$ cat src/rtl/rr_mux_pkg.sv
// Shared definitions for the round-robin stream mux: arbitration mode codes and FSM states.
// Latency: not applicable (constants and types only).
// Backpressure: not applicable.
package rr_mux_pkg;

   localparam logic MODE_FIXED = 1'b0;  // input 0 always has highest priority
   localparam logic MODE_RR    = 1'b1;  // rotate priority after each completed packet

   typedef enum logic {
      IDLE   = 1'b0,
      LOCKED = 1'b1
   } state_t;

endpackage

$ cat src/rtl/rr_pick.sv
// Combinational N-way picker: fixed-priority or round-robin from a start pointer.
// Latency: 0 cycles (pure combinational).
// Backpressure: none; the caller gates the grant with its own stage-advance condition.
//
// Ports:
//   req_i  - request vector, one bit per input
//   ptr_i  - round-robin start index (ignored in fixed mode)
//   mode_i - MODE_FIXED or MODE_RR
//   gnt_o  - one-hot grant (all zero when nothing requests)
//   idx_o  - encoded index of the granted input
//   vld_o  - a grant exists
module rr_pick
   import rr_mux_pkg::*;
#(
   parameter int NUM_INPUTS = 8,
   parameter int SEL_WIDTH  = 3
) (
   input  logic [NUM_INPUTS-1:0] req_i,
   input  logic [SEL_WIDTH-1:0]  ptr_i,
   input  logic                  mode_i,
   output logic [NUM_INPUTS-1:0] gnt_o,
   output logic [SEL_WIDTH-1:0]  idx_o,
   output logic                  vld_o
);

   logic [NUM_INPUTS-1:0]   masked;
   logic [2*NUM_INPUTS-1:0] dbl;

   // Lower half keeps only requests at or above the pointer; upper half is the
   // full vector, so scanning upward from bit 0 wraps naturally past N-1.
   // Fixed mode leaves the mask open, which makes the lower half win from 0.
   always_comb begin
      masked = '0;
      for (int i = 0; i < NUM_INPUTS; i++) begin
         masked[i] = req_i[i] && ((mode_i == MODE_FIXED) || (i >= int'(ptr_i)));
      end
   end

   assign dbl = {req_i, masked};

   always_comb begin
      logic found;
      found = 1'b0;
      idx_o = '0;
      gnt_o = '0;
      for (int i = 0; i < 2*NUM_INPUTS; i++) begin
         if (!found && dbl[i]) begin
            found = 1'b1;
            idx_o = SEL_WIDTH'(i % NUM_INPUTS);
         end
      end
      if (found) begin
         gnt_o[idx_o] = 1'b1;
      end
      vld_o = found;
   end

endmodule

$ cat src/rtl/rr_stream_mux.sv
// N:1 stream mux with round-robin/fixed arbitration, packet locking and one output register.
// Latency: 1 cycle from accepted input beat to out_valid; 1 beat/cycle sustained.
// Backpressure: out_valid && !out_ready freezes the output stage, FSM and pointer; all in_ready low.
//
// Ports:
//   clk, reset          - clock, synchronous active-high reset
//   in_valid/in_last    - per-input beat valid and end-of-packet
//   in_data             - flattened data, input i at [i*WIDTH +: WIDTH]
//   in_ready            - per-input accept, at most one bit high
//   force_en/force_sel  - override arbitration with a fixed index between packets
//   out_valid/out_last/out_data/out_src/out_ready - registered output stream
module rr_stream_mux
   import rr_mux_pkg::*;
#(
   parameter int WIDTH      = 8,
   parameter int NUM_INPUTS = 8,
   parameter int SEL_WIDTH  = 3,
   parameter int MODE       = 1
) (
   input  logic                        clk,
   input  logic                        reset,
   input  logic [NUM_INPUTS-1:0]       in_valid,
   input  logic [NUM_INPUTS-1:0]       in_last,
   input  logic [NUM_INPUTS*WIDTH-1:0] in_data,
   output logic [NUM_INPUTS-1:0]       in_ready,
   input  logic                        force_en,
   input  logic [SEL_WIDTH-1:0]        force_sel,
   output logic                        out_valid,
   output logic                        out_last,
   output logic [WIDTH-1:0]            out_data,
   output logic [SEL_WIDTH-1:0]        out_src,
   input  logic                        out_ready
);

   localparam logic [SEL_WIDTH-1:0] LAST_IDX  = SEL_WIDTH'(NUM_INPUTS - 1);
   localparam logic                 PICK_MODE = (MODE == 0) ? MODE_FIXED : MODE_RR;

   state_t               state_q, state_d;
   logic [SEL_WIDTH-1:0] lock_q, lock_d;
   logic [SEL_WIDTH-1:0] ptr_q, ptr_d;
   logic [SEL_WIDTH-1:0] src_q, src_d;
   logic                 vld_q, vld_d;
   logic                 last_q, last_d;
   logic [WIDTH-1:0]     data_q, data_d;

   logic                  adv;
   logic                  xfer;
   logic [NUM_INPUTS-1:0] req;
   logic [NUM_INPUTS-1:0] gnt;
   logic [SEL_WIDTH-1:0]  gidx;
   logic                  gvld;

   assign adv = !vld_q || out_ready;

   // Candidate set: the locked input mid-packet, otherwise the forced index
   // (an out-of-range force_sel matches nothing), otherwise every valid input.
   always_comb begin
      req = '0;
      for (int i = 0; i < NUM_INPUTS; i++) begin
         if (state_q == LOCKED) begin
            req[i] = in_valid[i] && (SEL_WIDTH'(i) == lock_q);
         end else if (force_en) begin
            req[i] = in_valid[i] && (SEL_WIDTH'(i) == force_sel);
         end else begin
            req[i] = in_valid[i];
         end
      end
   end

   rr_pick #(
      .NUM_INPUTS (NUM_INPUTS),
      .SEL_WIDTH  (SEL_WIDTH)
   ) u_pick (
      .req_i  (req),
      .ptr_i  (ptr_q),
      .mode_i (PICK_MODE),
      .gnt_o  (gnt),
      .idx_o  (gidx),
      .vld_o  (gvld)
   );

   assign xfer     = adv && gvld && !reset;
   assign in_ready = (adv && !reset) ? gnt : '0;

   always_comb begin
      state_d = state_q;
      lock_d  = lock_q;
      ptr_d   = ptr_q;
      vld_d   = vld_q;
      last_d  = last_q;
      data_d  = data_q;
      src_d   = src_q;
      if (xfer) begin
         vld_d  = 1'b1;
         data_d = in_data[gidx*WIDTH +: WIDTH];
         last_d = in_last[gidx];
         src_d  = gidx;
         if (in_last[gidx]) begin
            state_d = IDLE;
            // Pointer only moves on packet boundaries so a packet is never split.
            if (PICK_MODE == MODE_RR) begin
               ptr_d = (gidx == LAST_IDX) ? '0 : gidx + 1'b1;
            end
         end else begin
            state_d = LOCKED;
            lock_d  = gidx;
         end
      end else if (adv) begin
         vld_d = 1'b0;
      end
   end

   always_ff @(posedge clk) begin
      if (reset) begin
         state_q <= IDLE;
         lock_q  <= '0;
         ptr_q   <= '0;
         vld_q   <= 1'b0;
         last_q  <= 1'b0;
         data_q  <= '0;
         src_q   <= '0;
      end else begin
         state_q <= state_d;
         lock_q  <= lock_d;
         ptr_q   <= ptr_d;
         vld_q   <= vld_d;
         last_q  <= last_d;
         data_q  <= data_d;
         src_q   <= src_d;
      end
   end

   assign out_valid = vld_q;
   assign out_last  = last_q;
   assign out_data  = data_q;
   assign out_src   = src_q;

endmodule
$ cat config.mk
export PLATFORM = sky130hd
export DESIGN_NAME = rr_stream_mux
export DESIGN_NICKNAME = d
export VERILOG_FILES = /design/src/rtl/rr_mux_pkg.sv /design/src/rtl/rr_pick.sv /design/src/rtl/rr_stream_mux.sv
export SDC_FILE = /design/constraint.sdc
export NUM_CORES = 1
export LEC_CHECK = 0
export CAP_MARGIN = 20
export CELL_PAD_IN_SITES_DETAIL_PLACEMENT = 1
export CELL_PAD_IN_SITES_GLOBAL_PLACEMENT = 1
export CORE_MARGIN = 2
export CORE_UTILIZATION = 28
export CTS_CLUSTER_SIZE = 28
export DETAILED_ROUTE_END_ITERATION = 10
export PLACE_DENSITY = 0.84
export SETUP_SLACK_MARGIN = 0.2
export SYNTH_ARGS = -nofsm -noshare
export SYNTH_HDL_FRONTEND = slang
export SYNTH_SLANG_ARGS = --single-unit
$ cat constraint.sdc
create_clock -name clk -period 4.3 [get_ports clk]
set_clock_uncertainty 0.05 [all_clocks]
set_input_delay 0.43 -clock clk [delete_from_list [all_inputs] [get_ports clk]]
set_output_delay 0.43 -clock clk [all_outputs]
set_load 0.01 [all_outputs]
==> impl_metrics.tcl, run 1 <==
set metrics [dict create \
    syn-num-nets 341 \
    drive_gt1_frac 0.159 \
    crit_path_end_kind "primary output" \
    setup_ws_ns 0.412 \
    rsz0062_at_grt "no" \
    drv_cap 0 \
    overflow 0 \
    yosys_most_used_dff "dfxtp_1" \
    coreArea_um2 7690 \
    grtUsageMet2 0.400 \
    place_hpwl_um 7110 \
    timing.rr.start "state_q" \
    grt_max_degree 25 \
    cts_sinks 20 \
    slowest_delay_ns 0.55 \
    powerDensity_nw_per_um2 579 \
    dr.pass1.iters 4 \
    first_iter_violations 82 \
    synth_edf_count 0 \
    cts_root_buffer "clkbuf_8" \
    leakage_uw 0.00124 \
    ios 108 \
    antenna_cells 0 \
    io_buffer_count 107 \
    synth_top_area_frac 0.182 \
    r2r_cells 10 \
    tightestPinTransition_ns 0.642 \
    hold_ws_ns 0.403 \
    post-route-drc-count 0 \
    use_met3 0.0586 \
    insertion_delay_ns 0.27 \
    synthCells 253 \
    area_delta_synth_final_pct 56.4 \
    reg2reg_setup_slack_ns 0.87 \
    wl_um 8910 \
    syn_area_um2 2200 \
    yosysSeqAreaShare 0.182 \
    busiest_layer "met2" \
    ys_ff_latch 20 \
    critPathSlowestCell "clkdlybuf4s50_1" \
    track_usage 0.209 \
    nets 447 \
    hold_class "reg -> reg" \
    ir_drop_mv 0.299 \
    avgSynthCellArea_um2 8.70 \
    yosys_warnings 0 \
    grt_pass1_vias 2811 \
    cp_max_fo 8 \
    fin_cells 460 \
    postRouteAntennaNets 0 \
    slew_headroom 0.569 \
    finalSetupTns_ns 0 \
    place_ws_ns 0.366 \
    yosysTopAreaCell "dfxtp_1" \
    seq_area_um2 402 \
    multiInputGateArea_um2 1650 \
    cp.required_ns 3.82 \
    critical_path.cell_chain "clkdlybuf4s50_1, nor3b_1, o221ai_2, a21boi_0, nand4_2, o221ai_2, nor2_4, inv_1, nand2_1, nor2_1, clkdlybuf4s50_1" \
    max_freq_ghz 0.257 \
    cts-buffers-inserted 3 \
    start_util 0.286 \
    wire_per_inst_um 19.4 \
    endpoint "in_ready[5]" \
    ys_async_sr_fraction 0 \
    holdBufCountCts 0 \
    cts_tree "done" \
    setup_viol 0 \
    clockBufferDepth 2 \
    grt_pass1_wl_um 14200 \
    cp-start-kind "primary input" \
    die_area_um2 8580 \
    nFillCells 931 \
    hold_viol 0 \
    grt.met1_usage 0.226 \
    antenna_found_initial 0 \
    htree_levels 1 \
    finalPower_uw 1990 \
    synth.distinct_cells 68 \
    placedCellCount 455 \
    viasPerCell 5.57 \
    synth_area_leaders "dfxtp_1 (18%), mux2_2 (8.2%), a32oi_1 (6.8%), mux2i_1 (5.5%), nand3b_1 (5.5%)" \
    rows 32 \
    crit_arrival_ns 3.41 \
    crit_start "force_sel[0]" \
    gp_congestion 1.00 \
    clk_pin_slew_ns 0.08 \
    dr_total_vias 2562 \
    r2r-end "out_data[5]" \
    fin_crit_sh 0.904 \
    status "completed" \
    drv_slew 0 \
    criticalPathCategory "in -> out" \
    die_h_um 92.7 \
    layout_min_cycle_time_ns 3.89 \
    die_w_um 92.7 \
]
-- cells in the final DEF (no fill, tap or decap), drive strengths merged, types with 5 or more instances in the layout --
cell type and n:
inv 15, clkdlybuf4s50 107, dfxtp 20, nor2 18, mux2i 12, a211oi 5, buf 9, a221oi 11
nand2 17, nor3 5, nand3b 16, nor3b 6, mux2 17, o21ai 13, nand2b 8, nand4 5
a21oi 6, a32oi 18
-- critical path: cells and delay by family --
| kind | cells | cell delay, ns |
|---|---|---|
| and+or+nand+nor | 5 | 0.79 |
| buffers and inverters | 3 | 1.19 |
| AOI/OAI and AO/OA | 3 | 1.00 |
-- state kept, by name (all words and copies together), names as in the netlist --
register	flops
lock_q	3
out_data	8
out_last	1
out_src	3
out_valid	1
ptr_q	3
state_q	1
-- stage by stage --
step                       util  area [um2]
after detailed placement  0.437        3360
after floorplan               -        2200
final                     0.448        3440
after global placement    0.437        3360
after global routing      0.448        3440
after CTS                 0.446        3430
-- routing by layer --
layer / wire length [um] / share of wire / up-vias
li1: - / - / 1213
met4: 120 / 0.013 / 0
met5: 0 / 0 / -
met2: 4680 / 0.53 / 105
met1: 3410 / 0.38 / 1233
met3: 696 / 0.078 / 11
-- worst min path at each step --
| stage | from | end | slack, ns | cells after the start |
|---|---|---|---|---|
| floorplan | out_last | out_last | 0.42 | 2 |
| global placement | out_last | out_last | 0.39 | 2 |
| detailed placement | out_last | out_last | 0.40 | 2 |
| CTS | out_last | out_last | 0.41 | 2 |
| global route | out_last | out_last | 0.44 | 2 |
| finish | out_last | out_last | 0.40 | 2 |
-- area by class of cell --
class	instances	area share
Tap cell	102	0.0371
Clock buffer	3	0.0120
Multi-Input combinational cell	203	0.478
Clock inverter	1	0.00872
Sequential cell	20	0.117
Inverter	15	0.0164
Timing Repair Buffer	116	0.331
-- report_power, final --
part | switching, uW | total [uW] | internal (uW)
clock | 71.8 | 196 | 125
combinational | 792 | 1460 | 669
sequential | 83.4 | 336 | 252
total | 947 | 1990 | 1050
-- Yosys cell counts (2+ instances only) --
master / number
a21oi_1: 6
o221ai_2: 2
o2111ai_1: 2
a31oi_1: 2
a211oi_2: 3
o21bai_1: 2
a32oi_1: 17
a211oi_1: 2
mux2_2: 16
nand3_1: 2
nor3_1: 5
mux2i_1: 12
a221oi_1: 9
nand2_1: 16
buf_6: 4
and2_1: 3
nor2_1: 17
nand3b_1: 16
clkbuf_1: 8
nand2b_1: 8
nor2b_1: 2
a221o_1: 2
nand4_1: 3
o21ai_1: 9
nor3b_1: 6
o21ai_0: 4
inv_1: 14
a21boi_0: 2
dfxtp_1: 20
-- what timing repair did --
action,in CTS,in global routing
setup endpoints to repair,0,8
buffers inserted,0,1
resized for setup,0,2
-- cells by family (layout without fill, tap and decap cells) --
logic type,Yosys count,count (layout),synth area share
AOI/OAI and AO/OA,85,85,0.355
xor gates and xnor gates,1,1,0.00398
adders and majority gates,1,1,0.00568
buffers and inverters,30,135,0.0722
DFF,20,20,0.182
muxes,29,29,0.143
and+or+nand+nor,87,87,0.238
No activity file was read; power rests on OpenSTA's default activity.
==> run 2: changes to the inputs <==
SETUP_SLACK_MARGIN = 0.15   (was 0.2)
==> run 2 against run 1 <==
Net effect:
- critical path depth unchanged
- largest power group unchanged
- routed wire length decreased by 0.17%
- highest routed layer unchanged
- setup slack got worse by 0.029 ns
- via count decreased by 0.27%
- maximum frequency down 0.74%
==> impl_metrics.tcl, run 2 (synthesis gave the netlist of run 1 again) <==
set metrics [dict create \
    status "completed" \
    antenna_cells 0 \
    wl_um 8900 \
    cp_max_fo 6 \
    tightestPinTransition_ns 0.645 \
    grt_pass1_vias 2811 \
    drv_cap 0 \
    powerDensity_nw_per_um2 578 \
    nFillCells 932 \
    holdBufCountCts 0 \
    critPathSlowestCell "clkdlybuf4s50_1" \
    crit_buf_inv 3 \
    cts_resized 0 \
    cp.required_ns 3.82 \
    final_cell_area_um2 3430 \
    postPlaceCellArea_um2 3360 \
    area_delta_synth_final_pct 56.1 \
    rows 32 \
    nets 446 \
    drive_gt1_frac 0.157 \
    clk_pin_slew_ns 0.08 \
    postRouteAntennaNets 0 \
    wire_per_inst_um 19.4 \
    grt_max_degree 25 \
    crit_arrival_ns 3.44 \
    start_util 0.286 \
    dr_total_vias 2555 \
    first_iter_violations 57 \
    fin_crit_sh 0.911 \
    largest_reg_flops 8 \
    crit_start "force_en" \
    htree_levels 1 \
    dr.pass1.iters 4 \
    fin_util 0.447 \
    track_usage 0.209 \
    ir_drop_mv 0.299 \
    layout_common_cells "clkdlybuf4s50_1 (107), dfxtp_1 (19), nor2_1 (17), a32oi_1 (17)" \
    gp_congestion 1.00 \
    overflow 0 \
    wl_met3_um 701 \
    layout_min_cycle_time_ns 3.92 \
    cp-start-kind "primary input" \
    setup_viol 0 \
    cts_tree "done" \
    die_w_um 92.7 \
    crit_path_end_kind "primary output" \
    post-route-drc-count 0 \
    hold_viol 0 \
    max_freq_ghz 0.255 \
    coreArea_um2 7690 \
    finalPower_uw 1990 \
    slew_headroom 0.566 \
    die_area_um2 8580 \
    ios 108 \
    die_h_um 92.7 \
    routed.top_layer "met4" \
    worst-path-stages 11 \
    drv_slew 0 \
    finalSetupTns_ns 0 \
    timing.rr.start "state_q" \
    rsz0062_at_grt "no" \
    slowest_delay_ns 0.55 \
    antenna_found_initial 0 \
    io_buffer_count 107 \
    viasPerCell 5.57 \
    dr_wl_met2_um 4640 \
    r2r_cells 10 \
    clockBufferDepth 2 \
    reg2reg_setup_slack_ns 0.86 \
    leakage_uw 0.00124 \
    criticalPathCategory "in -> out" \
    crit_family "buffers and inverters" \
    hold_class "reg -> reg" \
    cp_common_cell "clkdlybuf4s50_1" \
    insertion_delay_ns 0.27 \
    critical_path.cell_chain "clkdlybuf4s50_1, and2b_1, a31oi_1, a311oi_2, nand4_2, o221ai_2, nor2_4, inv_1, nand2_1, nor2_1, clkdlybuf4s50_1" \
    m1WireLength_um 3440 \
    cts_root_buffer "clkbuf_8" \
    cts_sinks 20 \
    endpoint "in_ready[5]" \
    post_cts_buffers 0 \
    cts-buffers-inserted 3 \
    final_common_cell "clkdlybuf4s50_1" \
    place_hpwl_um 7110 \
    r2r-end "out_data[5]" \
    grt_pass1_wl_um 14200 \
]
[run 2: cell count changes in the layout (fill, tap and decap cells not counted)]
cell,delta
buf_4,-1
[run 2: worst min-delay path by stage]
stage / startpoint / cells after the start / slack [ns] / end
final: out_last / 2 / 0.40 / out_last
after global routing: out_last / 2 / 0.44 / out_last
after CTS: out_last / 2 / 0.41 / out_last
after detailed placement: out_last / 2 / 0.40 / out_last
after global placement: out_last / 2 / 0.39 / out_last
after floorplan: out_last / 2 / 0.42 / out_last
[run 2: metal layers]
| layer | vias up | global-route usage |
|---|---|---|
| met5 | - | 0 |
| met4 | 0 | 0.0478 |
| met3 | 11 | 0.0586 |
| met2 | 104 | 0.400 |
| met1 | 1228 | 0.226 |
| li1 | 1212 | - |
[run 2: where the power goes]
group	internal (uW)	leakage, uW	switching, uW	total, uW
Sequential	252	0.000166	82.8	335
Combinational	665	0.00104	789	1450
Clock	125	0.0000357	72.4	197
Total	1040	0.00124	944	1990
[run 2: metrics by stage]
stage / hold WS [ns] / cells / setup slack, ns
2_1_floorplan: 0.417 / 253 / 1.43
5_1_grt: 0.444 / 459 / 0.171
3_5_place_dp: 0.396 / 455 / 0.366
3_3_place_gp: 0.391 / 455 / 0.478
6_report: 0.403 / 459 / 0.383
4_1_cts: 0.410 / 459 / 0.239
[run 2: final cells by class]
| cell class | count | area (um2) | area share |
|---|---|---|---|
| flip-flops and latches | 20 | 402 | 0.117 |
| multi-input cells | 203 | 1650 | 0.479 |
| inverters | 15 | 56.3 | 0.0164 |
| clock inverters | 1 | 30.0 | 0.00874 |
| repair buffers | 115 | 1130 | 0.329 |
| well taps | 102 | 128 | 0.0372 |
| clock buffers | 3 | 41.3 | 0.0120 |
[run 2: worst register-to-register path, delay by kind of cell, from the launching register on]
family	cells	cell delay [ns]
multiplexers	1	0.40
AND/OR/NAND/NOR	3	0.72
flip-flops	1	0.50
AO/OA/AOI/OAI	5	1.31
buffers and inverters	1	0.34
==> run 3: changes to the inputs <==
HOLD_SLACK_MARGIN = 0.15   (was unset)
PLACE_DENSITY = 0.81   (was 0.84)
==> run 3 against run 2 <==
Net effect:
- largest power group unchanged
- global-route usage fell by 1.6 points
- register-to-register slack better by 0.06 ns
- first-iteration DRC count up 11%
- sequential power barely moved
- sequential share of layout area is essentially flat
- setup slack lost 0.012 ns
- combinational power barely moved
- critical path type unchanged
- largest cell class unchanged
==> impl_metrics.tcl, run 3 (synthesis gave the netlist of run 1 again) <==
set metrics [dict create \
    track_usage 0.193 \
    nFillCells 910 \
    largest_reg_flops 8 \
    slowest_delay_ns 0.55 \
    fin_cells 459 \
    cp_common_cell "clkdlybuf4s50_1" \
    post_cts_buffers 0 \
    tightestPinTransition_ns 0.669 \
    crit_family "buffers and inverters" \
    critPathSlowestCell "clkdlybuf4s50_1" \
    drive_gt1_frac 0.157 \
    status "completed" \
    coreArea_um2 7690 \
    cp.required_ns 3.82 \
    internal_power_uw 1010 \
    postRouteAntennaNets 0 \
    viasPerCell 5.40 \
    hold_viol 0 \
    net-switching-power_uw 909 \
    p_seq_frac 0.174 \
    crit_path_end_kind "primary output" \
    nets 446 \
    first_iter_violations 63 \
    cp-start-kind "primary input" \
    max_freq_ghz 0.255 \
    setup_viol 0 \
    post-route-drc-count 0 \
    critical_path.cell_chain "clkdlybuf4s50_1, and3_1, a21boi_1, a311oi_2, nand4_2, o221ai_2, nor2_4, inv_1, nand2_1, nor2_1, clkdlybuf4s50_1" \
    ios 108 \
    ir_drop_mv 0.208 \
    finalSetupTns_ns 0 \
    drv_slew 0 \
    dr.pass1.iters 5 \
    placedCellCount 455 \
    powerDensity_nw_per_um2 560 \
    place_hpwl_um 6790 \
    grt_max_degree 23 \
    grt_pass1_wl_um 13400 \
    setup_ws_ns 0.371 \
    area_delta_synth_final_pct 55.9 \
    cts_tree "done" \
    layout_min_cycle_time_ns 3.93 \
    io_buffer_count 107 \
    cts_sinks 20 \
    drv_cap 0 \
    slew_headroom 0.551 \
    wire_per_inst_um 18.1 \
    dr_total_vias 2477 \
    hold_ws_ns 0.398 \
    insertion_delay_ns 0.25 \
    antenna_found_initial 0 \
    hold_class "reg -> reg" \
    fin_crit_sh 0.914 \
    crit_arrival_ns 3.45 \
    die_h_um 92.7 \
    cp_max_fo 8 \
    clockBufferDepth 2 \
    criticalPathCategory "in -> out" \
    cts_root_buffer "clkbuf_8" \
    overflow 0 \
    finalPower_uw 1920 \
    wl_um 8320 \
    start_util 0.286 \
    p_comb_frac 0.752 \
    switching_share 0.473 \
    die_w_um 92.7 \
    layout_common_cells "clkdlybuf4s50_1 (107), dfxtp_1 (19), nor2_1 (17), a32oi_1 (17)" \
    final_common_cell "clkdlybuf4s50_1" \
    leakage_uw 0.00124 \
    cts-buffers-inserted 3 \
    crit_buf_inv 3 \
    htree_levels 1 \
    place_ws_ns 0.372 \
    rsz0062_at_grt "no" \
    rows 32 \
    die_area_um2 8580 \
    grt_pass1_vias 2679 \
    clk_pin_slew_ns 0.07 \
    pwr-share-clk 0.074 \
    antenna_cells 0 \
    gp_congestion 0.956 \
]
## run 3: cell count changes in the layout (fill, tap and decap cells not counted), sizes merged
cell	previous run	this run
bufinv	1	0
clkbuf	3	4
## run 3: path summary, 6_finish.rpt
kind              slack (ns)  cells after the start    startpoint           to
setup / recovery        0.37                     11  force_sel[2]  in_ready[7]
setup reg to reg        0.92                     10       state_q  out_data[7]
hold reg to reg         0.40                      2      out_last     out_last
hold / removal          0.40                      2      out_last     out_last
## run 3: worst register-to-register path, stage by stage (launching register included)
cell and delay [ns]:
dfxtp_2 0.50, and2b_1 0.34, a221oi_2 0.45, nor2_1 0.19, nand4_2 0.20, o221ai_2 0.16, nor2_4 0.28, buf_12 0.22
mux2_2 0.36, a221oi_1 0.43, o21ai_1 0.10
## run 3: timing repair
item / in CTS / in global routing
gates resized for setup: 0 / 2
setup endpoints to repair: 0 / 8
hold endpoints to repair: 0 / 0
hold buffers: 0 / 0
## run 3: through the flow
stage / utilization / cell area, um2
finish: 0.446 / 3430
global route: 0.446 / 3430
CTS: 0.445 / 3420
detailed placement: 0.438 / 3370
global placement: 0.438 / 3370
floorplan: - / 2200
## run 3: power groups by stage
stage / sequential (uW) / clock [uW] / combinational [uW]
after global routing: 346 / 155 / 1580
after detailed placement: 336 / 0 / 1450
after global placement: 331 / 0 / 1410
after floorplan: 306 / 0 / 1010
after CTS: 332 / 146 / 1460
final: 334 / 142 / 1450
## run 3: cell type report
class / instances / area, um2 / area share
Tap cell: 102 / 128 / 0.0372
Clock buffer: 4 / 55.1 / 0.0160
Inverter: 15 / 56.3 / 0.0164
Timing Repair Buffer: 115 / 1140 / 0.333
Multi-Input combinational cell: 203 / 1650 / 0.480
Sequential cell: 20 / 402 / 0.117
## run 3: layer usage
layer  global-route usage  share of wire
met4               0.0306         0.0053
met1                0.215           0.40
met5                    0              0
met2                0.366           0.52
met3               0.0570          0.077
